**src/rtl/alu_pkg.sv**
```systemverilog
// Shared types and constants for the ALU sequencer and its arbiter.
// Holds the state encoding, the ALU opcodes and the enable-bit positions.
package alu_pkg;

  typedef enum logic [2:0] {
    IDLE   = 3'd0,
    LOAD_A = 3'd1,
    LOAD_B = 3'd2,
    EXEC   = 3'd3,
    CAPT   = 3'd4,
    RESP   = 3'd5
  } seq_state_t;

  localparam logic [3:0] OP_ZERO = 4'h0;
  localparam logic [3:0] OP_ADD  = 4'h1;
  localparam logic [3:0] OP_SUB  = 4'h2;
  localparam logic [3:0] OP_XOR  = 4'h3;

  localparam int unsigned ALU_EN_A = 0;
  localparam int unsigned ALU_EN_B = 1;
  localparam int unsigned ALU_EN_R = 2;

  // Index of the requester selected by a one-hot two-way grant.
  function automatic logic grant_idx(input logic [1:0] grant);
    return grant[1];
  endfunction

endpackage

```
**src/rtl/rr_arbiter2.sv**
```systemverilog
// Two-way round-robin arbiter. The grant is combinational from the requests;
// the priority pointer only moves when the parent accepts the grant.
module rr_arbiter2 (
  input  logic       i_clk,
  input  logic       i_rst_n,
  input  logic [1:0] i_req,
  input  logic       i_accept,
  output logic [1:0] o_grant
);

  logic r_last_grant;

  always_comb begin
    o_grant = 2'b00;
    unique case (i_req)
      2'b01:   o_grant = 2'b01;
      2'b10:   o_grant = 2'b10;
      // On contention the requester that did not win last time goes first.
      2'b11:   o_grant = r_last_grant ? 2'b01 : 2'b10;
      default: o_grant = 2'b00;
    endcase
  end

  always_ff @(posedge i_clk or negedge i_rst_n) begin
    if (!i_rst_n) begin
      r_last_grant <= 1'b1;
    end else if (i_accept) begin
      r_last_grant <= o_grant[1];
    end
  end

endmodule

```
**src/rtl/alu_sequencer.sv**
```systemverilog
// Shares one ALU between two requesters: arbitrates, steps the ALU through
// load A, load B and execute, then returns the result over a valid/ready port.
module alu_sequencer
  import alu_pkg::*;
#(
  parameter int unsigned DATA_W = 8,
  parameter int unsigned OP_W   = 4
) (
  input  logic                i_clk,
  input  logic                i_async_reset_n,
  input  logic [1:0]          i_req_valid,
  output logic [1:0]          o_req_ready,
  input  logic [2*OP_W-1:0]   i_req_op,
  input  logic [2*DATA_W-1:0] i_req_a,
  input  logic [2*DATA_W-1:0] i_req_b,
  output logic                o_rsp_valid,
  input  logic                i_rsp_ready,
  output logic [DATA_W-1:0]   o_rsp_data,
  output logic                o_rsp_id,
  output logic                o_busy,
  output logic [DATA_W-1:0]   o_alu_bus,
  output logic [2:0]          o_alu_enable,
  output logic [OP_W-1:0]     o_alu_func_sel,
  input  logic [DATA_W-1:0]   i_alu_result
);

  seq_state_t          r_state;
  logic                r_armed;
  logic [OP_W-1:0]     r_op;
  logic [DATA_W-1:0]   r_a;
  logic [DATA_W-1:0]   r_b;
  logic                r_id;
  logic [DATA_W-1:0]   r_rsp_data;
  logic                r_rsp_valid;

  logic [1:0]          w_grant;
  logic                w_accept;
  logic                w_sel;

  rr_arbiter2 u_arbiter (
    .i_clk   (i_clk),
    .i_rst_n (i_async_reset_n),
    .i_req   (i_req_valid),
    .i_accept(w_accept),
    .o_grant (w_grant)
  );

  // r_armed keeps req_ready low while reset is held, even if requests are up.
  assign o_req_ready = (r_state == IDLE && r_armed) ? w_grant : 2'b00;
  assign w_accept    = |o_req_ready;
  assign w_sel       = grant_idx(w_grant);

  always_ff @(posedge i_clk or negedge i_async_reset_n) begin
    if (!i_async_reset_n) begin
      r_state     <= IDLE;
      r_armed     <= 1'b0;
      r_op        <= '0;
      r_a         <= '0;
      r_b         <= '0;
      r_id        <= 1'b0;
      r_rsp_data  <= '0;
      r_rsp_valid <= 1'b0;
    end else begin
      r_armed <= 1'b1;
      unique case (r_state)
        IDLE: begin
          if (w_accept) begin
            r_op    <= w_sel ? i_req_op[2*OP_W-1:OP_W]     : i_req_op[OP_W-1:0];
            r_a     <= w_sel ? i_req_a[2*DATA_W-1:DATA_W]  : i_req_a[DATA_W-1:0];
            r_b     <= w_sel ? i_req_b[2*DATA_W-1:DATA_W]  : i_req_b[DATA_W-1:0];
            r_id    <= w_sel;
            r_state <= LOAD_A;
          end
        end
        LOAD_A: r_state <= LOAD_B;
        LOAD_B: r_state <= EXEC;
        EXEC:   r_state <= CAPT;
        CAPT: begin
          // The ALU latched its result at the end of EXEC.
          r_rsp_data  <= i_alu_result;
          r_rsp_valid <= 1'b1;
          r_state     <= RESP;
        end
        RESP: begin
          if (i_rsp_ready) begin
            r_rsp_valid <= 1'b0;
            r_state     <= IDLE;
          end
        end
        default: r_state <= IDLE;
      endcase
    end
  end

  always_comb begin
    o_alu_bus      = '0;
    o_alu_enable   = 3'b000;
    o_alu_func_sel = OP_W'(OP_ZERO);
    unique case (r_state)
      LOAD_A: begin
        o_alu_bus              = r_a;
        o_alu_enable[ALU_EN_A] = 1'b1;
      end
      LOAD_B: begin
        o_alu_bus              = r_b;
        o_alu_enable[ALU_EN_B] = 1'b1;
      end
      EXEC: begin
        o_alu_func_sel         = r_op;
        o_alu_enable[ALU_EN_R] = 1'b1;
      end
      default: begin
        o_alu_bus = '0;
      end
    endcase
  end

  assign o_rsp_valid = r_rsp_valid;
  assign o_rsp_data  = r_rsp_data;
  assign o_rsp_id    = r_id;
  assign o_busy      = (r_state != IDLE);

endmodule

```
**config.mk**
```make
export PLATFORM = sky130hd
export DESIGN_NAME = alu_sequencer
export DESIGN_NICKNAME = d
export VERILOG_FILES = /design/src/rtl/alu_pkg.sv /design/src/rtl/rr_arbiter2.sv /design/src/rtl/alu_sequencer.sv
export SDC_FILE = /design/constraint.sdc
export NUM_CORES = 1
export LEC_CHECK = 0
export CAP_MARGIN = 20
export CORE_ASPECT_RATIO = 0.75
export CORE_MARGIN = 2
export CORE_UTILIZATION = 30
export CTS_CLUSTER_DIAMETER = 120
export DETAILED_ROUTE_END_ITERATION = 6
export SYNTH_ARGS = -nofsm -noshare
export SYNTH_HDL_FRONTEND = slang
export SYNTH_SLANG_ARGS = --single-unit
```
**constraint.sdc**
```tcl
create_clock -name i_clk -period 4 [get_ports i_clk]
set_clock_uncertainty 0.05 [all_clocks]
set_input_delay 1.2 -clock i_clk [delete_from_list [all_inputs] [get_ports i_clk]]
set_output_delay 1.2 -clock i_clk [all_outputs]
set_load 0.005 [all_outputs]
```
---- After elaboration in Yosys (flattened, before gate mapping) ----
Cells that the tools add are included.
cells by class
  eq/ne operators ......................... 10
  reductions and logical operators ........ 8
  muxes and demuxes ....................... 16
operators with widths
  cell                                                   count
  one-hot mux 3 bit (6 select lines)                     1
  two-way mux 8 bit                                      2
  one-hot mux 8 bit (2 select lines)                     1
  two-way mux 4 bit                                      2
  equality test 3 x 2 -> 1 bit, second input constant    2
  equality test 3 bit, second input constant             2
  two-way mux 3 bit                                      2
  one-hot mux 2 bit (3 select lines)                     1
  AND reduction 2 bit                                    3
  equality test 2 bit, second input constant             2
  two-way mux 1 bit                                      4
  two-way mux 2 bit                                      2
  equality test 3 x 1 -> 1 bit, second input constant    1
  zero test 3 bit                                        1
  nonzero test 3 bit                                     1
  equality test 2 x 1 -> 1 bit, second input constant    1
  inequality test 2 x 1 -> 1 bit, second input constant  1
  inequality test 2 bit, second input constant           1
  one-hot mux 1 bit (2 select lines)                     1
  nonzero test 2 bit                                     1
  OR reduction 2 bit                                     1
  logical AND 1 bit                                      1
word-level totals
  bits in registers ....................... 35
  output and inout port bits .............. 28

---- Depth between registers and ports, before layout ----
Gate-level depths: netlist of run 1.
  depth in word-level cells ............... 6
  mapped depth ............................ 5
  mapped depth without buffers ............ 3

---- Hierarchy ----
Synthesis of run 1 repeated with hierarchy kept, for this count alone.
unflattened totals
  cell total of the unflattened synthesis .. 127
  area total of the unflattened synthesis .. 1874.3 µm²
by module, submodules not included
  module         seq. area each (µm²)  cells each  instances  area each (µm²)
  alu_sequencer  850.8                 122         1          1810.5
  rr_arbiter2    26.3                  5           1          63.8

---- Least setup slack after synthesis of run 1 ----
Ideal clock, no wire load.
  path type ............................... input to output
  start point ............................. in i_req_valid[1]
  end point ............................... out o_req_ready[1]
  arrival ................................. 1.782 ns
  path slack .............................. 0.968 ns
  buffers on the path ..................... 1
  stages on the path ...................... 3
  required time ........................... 2.750 ns
  cell sequence ........................... a21bo_2 -> clkbuf_1 -> nor3_1
between the ends
  longest elaborated chain between the ends .. 3
RTL lines
  what                                                                        line                 source
  start: declaration                                                          alu_sequencer.sv:11  input logic [1:0] i_req_valid,
  equality test 2 bit / equality test 2 x 1 -> 1 bit (equally long branches)  rr_arbiter2.sv:15    unique case (i_req)
  one-hot mux 2 bit (3 select lines) (*)                                      rr_arbiter2.sv:15
  two-way mux 2 bit (*)                                                       alu_sequencer.sv:49  assign o_req_ready = (r_state == IDLE && r_armed) ? w_grant : 2'b00;
  end: declaration                                                            alu_sequencer.sv:12  output logic [1:0] o_req_ready,
Every way passes the cells marked *; elsewhere a longest branch is shown, timed or not.

---- Final worst setup path of run 1 ----
Ends and elaborated chain as after synthesis.

==> results of run 1 <==
==> flip-flops by register name, summed over array words and instances, names as in the netlist <==
register and cells:
o_rsp_valid 1, r_armed 1, o_rsp_id 1, o_rsp_data 8, u_arbiter.r_last_grant 1, r_b 8, r_op 4, r_state 3
r_a 8
==> synthesized netlist by cell type (all sizes together) (2+ instances only) <==
library cell	count
a21o	2
a21oi	4
a22o	8
a2bb2oi	20
and2	4
buf	7
clkbuf	6
dfrtp	34
inv	3
mux2	8
nor2	2
nor3	2
nor3b	2
o21a	2
o32ai	20
==> worst max-delay path by stage <==
stage                   startpoint        endpoint  cells after the start
floorplan           i_req_valid[1]  o_req_ready[1]                      3
global placement    i_req_valid[0]  o_req_ready[0]                      4
detailed placement  i_req_valid[0]  o_req_ready[0]                      4
CTS                 i_req_valid[1]  o_req_ready[1]                      4
global route        i_req_valid[1]  o_req_ready[1]                      4
finish              i_req_valid[1]  o_req_ready[1]                      4
==> what timing repair did <==
action / CTS / global route
setup endpoints to repair: 1 / 0
resized for setup: 1 / 0
hold endpoints to repair: 0 / 0
==> per-stage QoR <==
step	instances	total power, mW	cell area (um2)	worst slack [ns]
after floorplan	137	1.19	1820	0.968
after CTS	296	1.87	2760	0.153
after global placement	288	1.61	2680	-0.0521
after detailed placement	288	1.62	2680	-0.0428
after global routing	296	1.96	2760	0.0657
final	296	1.84	2760	0.161
==> layout make-up <==
| cell class | count | area [um2] |
|---|---|---|
| Clock buffer | 8 | 80.1 |
| Fill cell | 539 | 3070 |
| Inverter | 3 | 11.3 |
| Multi-Input combinational cell | 86 | 855 |
| Sequential cell | 35 | 877 |
| Tap cell | 78 | 97.6 |
| Timing Repair Buffer | 86 | 840 |
==> cell families (layout without fill, tap and decap cells) <==
| logic type | after synthesis | after routing | synth area share |
|---|---|---|---|
| flip-flops | 35 | 35 | 0.483 |
| multiplexers | 8 | 8 | 0.0496 |
| other | 1 | 1 | 0.00207 |
| buffers and inverters | 16 | 97 | 0.0462 |
| AO/OA/AOI/OAI | 60 | 60 | 0.345 |
| AND/OR/NAND/NOR | 17 | 17 | 0.0744 |
==> cell usage in the layout (no fill, tap or decap), types with 4 or more instances in the layout <==
master,netlist,layout
a21oi_1,4,4
and2_1,4,4
buf_4,1,6
a22o_1,8,8
clkdlybuf4s50_1,0,78
clkbuf_8,0,5
o32ai_1,20,20
dfrtp_1,34,34
a2bb2oi_2,20,20
mux2_2,8,8
==> metal layers <==
layer	routed length, um	global-route usage
met4	33	0.0386
met5	0	0
met2	2030	0.213
met3	398	0.0589
met1	2040	0.174
==> worst register-to-register path, cell delays in order, from the launching register on <==
cell       delay (ns)
dfrtp_1          0.52
nor4b_4          0.33
buf_4            0.39
o21a_2           0.63
a2bb2oi_2        0.18
==> where the power goes <==
part           switching (mW)  internal (mW)  total (mW)  leakage, nW
sequential              0.137          0.527       0.665        0.394
clock                   0.115          0.124       0.238       0.0395
combinational           0.332          0.602       0.934        0.615
==> metrics.txt, run 1 <==
hold buffer count at CTS=0; first-pass GRT wire length=7020 um; number of max-slew violations in the final report=0; area of the die=6700 um2; biggest area contributors in the synthesized netlist=dfrtp_1 (47%), a2bb2oi_2 (17%), o32ai_1 (9.6%); fin crit share=0.960; critical path, cell by cell=clkdlybuf4s50_1 > a21bo_2 > nor3_1 > clkdlybuf4s50_1; delay-heaviest family, CP=buffers and inverters; number of enable-type register cells in the synthesized netlist=0; synthesized area divided by synthesized cell count=13.3 um2; endpoints failing setup=0; aggregate global-route resource usage=0.137; final core utilization=0.474; worst setup path class=input port to output pin; post-synth net total=190; first-pass iteration count of the detailed router=4; Hold Startpoint=o_rsp_valid; endpoints failing hold=0; unrepaired setup endpoints after global routing=false; worst slack on hold paths=0.431 ns; TritonCTS buffer count=5; status=completed; Leak Pwr=1.05 nW; Sinks on Clock Net=35; Post-Synthesis Cell Area=1820 um2; Longest Clk Path Bufs=2; final worst path period need=3.84 ns; ratio of total power to cell area=666 nW/um2; final routed DRC violation total=0; final sum of negative setup slack=0 ns; cell chosen for the clock root=clkbuf_8; biggest area consumer among synthesized cells=dfrtp_1; HP Class=flop to flop; width of the die=93.8 um; # nets final=270; vertical die dimension=71.4 um; Max FO, Critical Path=3; Crit Reg-Reg Endpoint=r_a[0]; Critical path buffers and inverters=2; Post-CTS Setup Repair Bufs=0; Core Footprint=5830 um2; number of antenna-violating nets in the routed design=0; number of instances in the synthesized netlist=137; clock transition at the registers of the reported paths=0.06 ns; distinct cell type count of the synthesized netlist=32; average via count per standard cell=4.94; deepest level of the CTS H-tree=2; GPL Wtd Cong=0.695; Crit. End Element=output pin; starting density of the core=0.312; detail-routed net length per standard cell=15.2 um; required time of the critical path=2.75 ns; Worst path slowest cell=clkdlybuf4s50_1; reg-to-reg startpoint=r_state[2]; part of the Yosys area used for sequential elements=0.483; I/O pin cnt=81; Max-Slew Margin vs Limit=0.481; Peak VDD IR=199 uV; clock insertion delay at the later pin of the skew report=0.28 ns; Ys Warns=0; worst reg2reg path depth=4; Most used DFF post-synth=dfrtp_1; largest net degree at the start of global routing=36; achievable frequency=0.260 GHz; worst reg-to-reg setup slack=1.84 ns; most repeated library cell on the critical path=clkdlybuf4s50_1; fraction of synthesized cell area taken by the top area cell type=0.469; share of flip-flops with an asynchronous set or reset=1.00; slew at the pin with the worst max-slew slack=0.779 ns; total routed wirelength=4510 um; antenna violations before repair=0; flip-flop and latch count after synthesis=35; cell depth of the worst hold path=1; final antenna diode count=0; CTS tree=done; site row count=24; fraction of layout instances using a drive strength above 1=0.225; GRT overflow=0; worst endpoint data arrival time=2.59 ns; total via count after detailed routing=1463; layout-stage area growth over the synthesis result=52.0%; max-capacitance violation count=0; Hold Path Sink=o_rsp_valid; post-detail-place hpwl=3170 um; Worst path max stage delay=0.53 ns; violation count after the first detailed-routing iteration=46; number of buffers added on ports=80; via count of the first global-routing pass=1424; startpoint type of the worst setup path=input port
Note: power is estimated with default switching activity, not from simulation.
==> run 2: changes to the inputs <==
CORE_UTILIZATION = 40   (was 30)
PLACE_DENSITY = 0.77   (was not set)
==> run 2 against run 1 <==
  * Die area shrank 24%
  * Flip-flop and latch count is the same
  * Total power increased by 3.5%
  * Highest routed layer unchanged
  * Combinational power rose by 2%
==> metrics.txt, run 2 (synthesis results as in run 1) <==
worst slack on hold paths=0.458 ns (was 0.431 ns); Worst Setup Slack post-DPL=-0.0824 ns (was -0.0428 ns); worst setup path class=input port to output pin (unchanged); number of fill cells in the layout=337 (was 539); number of antenna-violating nets in the routed design=0 (unchanged); deepest level of the CTS H-tree=2 (unchanged); launch point of the critical path=i_req_valid[1] (unchanged); layout-stage area growth over the synthesis result=54.9% (was 52.0%); status=completed (unchanged); achievable frequency=0.253 GHz (was 0.260 GHz); fin crit share=0.987 (was 0.960); area of the die=5100 um2 (was 6700 um2); antenna violations before repair=0 (unchanged); commonest cells after routing, fill and taps aside=clkdlybuf4s50_1 (79), dfrtp_1 (34), o32ai_1 (20), a2bb2oi_2 (20) (was clkdlybuf4s50_1 (78), dfrtp_1 (34), o32ai_1 (20), a2bb2oi_2 (20)); vertical die dimension=62.3 um (was 71.4 um); final sum of negative setup slack=0 ns (unchanged); via count of the first global-routing pass=1610 (was 1424); site row count=21 (was 24); ratio of total power to cell area=677 nW/um2 (was 666 nW/um2); CTS tree=done (unchanged); Hold Startpoint=o_rsp_data[1] (was o_rsp_valid); reg-to-reg startpoint=r_state[2] (unchanged); Max FO, Critical Path=6 (was 3); HP Class=flop to flop (unchanged); TritonCTS buffer count=5 (unchanged); fraction of layout instances using a drive strength above 1=0.244 (was 0.225); endpoints failing setup=0 (unchanged); number of max-slew violations in the final report=0 (unchanged); Core Footprint=4410 um2 (was 5830 um2); max-capacitance violation count=0 (unchanged); largest net degree at the start of global routing=25 (was 36); Total Power Consumption=1.90 mW (was 1.84 mW); final core utilization=0.637 (was 0.474); unrepaired setup endpoints after global routing=false (unchanged); GPL Wtd Cong=0.823 (was 0.695); detail-routed net length per standard cell=17.3 um (was 15.2 um); cell area after layout=2810 um2 (was 2760 um2); filler-free cell count of the finished design=278 (was 296); worst endpoint data arrival time=2.70 ns (was 2.59 ns); # nets final=273 (was 270); final antenna diode count=0 (unchanged); startpoint type of the worst setup path=input port (unchanged); placed instance count=269 (was 288); width of the die=81.8 um (was 93.8 um); starting density of the core=0.411 (was 0.312); clock insertion delay at the later pin of the skew report=0.28 ns (about the same); aggregate global-route resource usage=0.196 (was 0.137); slew at the pin with the worst max-slew slack=0.757 ns (was 0.779 ns); Leak Pwr=1.10 nW (was 1.05 nW); post-detail-place hpwl=3600 um (was 3170 um); Worst path slowest cell=clkdlybuf4s50_1 (unchanged); critical path, cell by cell=clkdlybuf4s50_1 > a21bo_2 > nor3_1 > clkdlybuf4s50_1 (unchanged); Max-Slew Margin vs Limit=0.493 (was 0.481); I/O pin cnt=81 (unchanged); Placed Instance Area=2680 um2 (about the same); most repeated library cell on the critical path=clkdlybuf4s50_1 (unchanged); total via count after detailed routing=1553 (was 1463); Peak VDD IR=334 uV (was 199 uV); Longest Clk Path Bufs=2 (unchanged); first-pass iteration count of the detailed router=4 (unchanged); cell depth of the worst hold path=1 (unchanged); total routed wirelength=4800 um (was 4510 um); endpoints failing hold=0 (unchanged); first-pass GRT wire length=7770 um (was 7020 um); GRT overflow=0 (unchanged); average via count per standard cell=5.59 (was 4.94); number of buffers added on ports=80 (unchanged); Worst path max stage delay=0.57 ns (was 0.53 ns); clock transition at the registers of the reported paths=0.06 ns (about the same); post-route worst setup slack=0.0529 ns (was 0.161 ns); Sinks on Clock Net=35 (unchanged); final routed DRC violation total=0 (unchanged); leading cell type in the layout, fill and taps excluded=clkdlybuf4s50_1 (unchanged); final worst path period need=3.95 ns (was 3.84 ns); violation count after the first detailed-routing iteration=68 (was 46); worst reg2reg path depth=4 (unchanged); hold buffer count at CTS=0 (unchanged); cell chosen for the clock root=clkbuf_8 (unchanged); required time of the critical path=2.75 ns (about the same); Crit. End Element=output pin (unchanged)
[run 2: changes by cell type in the layout (fill, tap and decap cells not counted)]
cell,previous run,this run
clkbuf_8,5,7
nor4_1,1,0
buf_4,6,8
nor4_2,0,1
dlymetal6s2s_1,0,1
clkbuf_1,3,1
dlygate4sd2_1,1,0
buf_16,0,1
buf_2,1,0
clkdlybuf4s50_1,78,79
[run 2: critical path, delay by kind of cell]
family	cells	cell delay, ns
buffers and inverters	2	1.10
AOI/OAI and AO/OA	1	0.26
and+or+nand+nor	1	0.15
[run 2: cell type report]
type | count | area, um2 | share of cell area
Timing Repair Buffer | 89 | 891 | 0.317
Sequential cell | 35 | 877 | 0.312
Multi-Input combinational cell | 86 | 861 | 0.306
Clock buffer | 8 | 100 | 0.0356
Tap cell | 57 | 71.3 | 0.0254
Inverter | 3 | 11.3 | 0.00401
[run 2: final timing paths]
| path | to | slack [ns] |
|---|---|---|
| hold / removal | o_rsp_data[1] | 0.46 |
| hold reg to reg | o_rsp_data[1] | 0.46 |
| setup / recovery | o_req_ready[1] | 0.05 |
| max in group asynchronous | r_b[2] | 2.21 |
| min in group asynchronous | r_state[2] | 1.12 |
| setup reg to reg | r_op[2] | 1.87 |
[run 2: routing by layer]
metal | global-route usage | routed length [um] | up-vias | part of all wire
li1 | - | - | 711 | -
met1 | 0.261 | 2070 | 770 | 0.43
met2 | 0.323 | 2370 | 66 | 0.49
met3 | 0.0480 | 315 | 6 | 0.066
met4 | 0.0417 | 48 | 0 | 0.010
met5 | 0 | 0 | - | 0
[run 2: where the power goes]
part	internal [mW]	switching, mW
combinational	0.608	0.343
clock	0.157	0.118
sequential	0.528	0.149
[run 2: timing repair]
action / 4_1_cts / 5_1_grt
buffers inserted: 0 / 0
pin swaps: 0 / 1
gates resized for setup: 1 / 1
endpoints found under the setup margin: 1 / 1
hold endpoints to repair: 0 / 0
==> run 3: changes to the inputs <==
CAP_MARGIN = 30   (was 20)
==> results of run 3 <==
Final layout, timing and power as in run 2 (identical DEF).
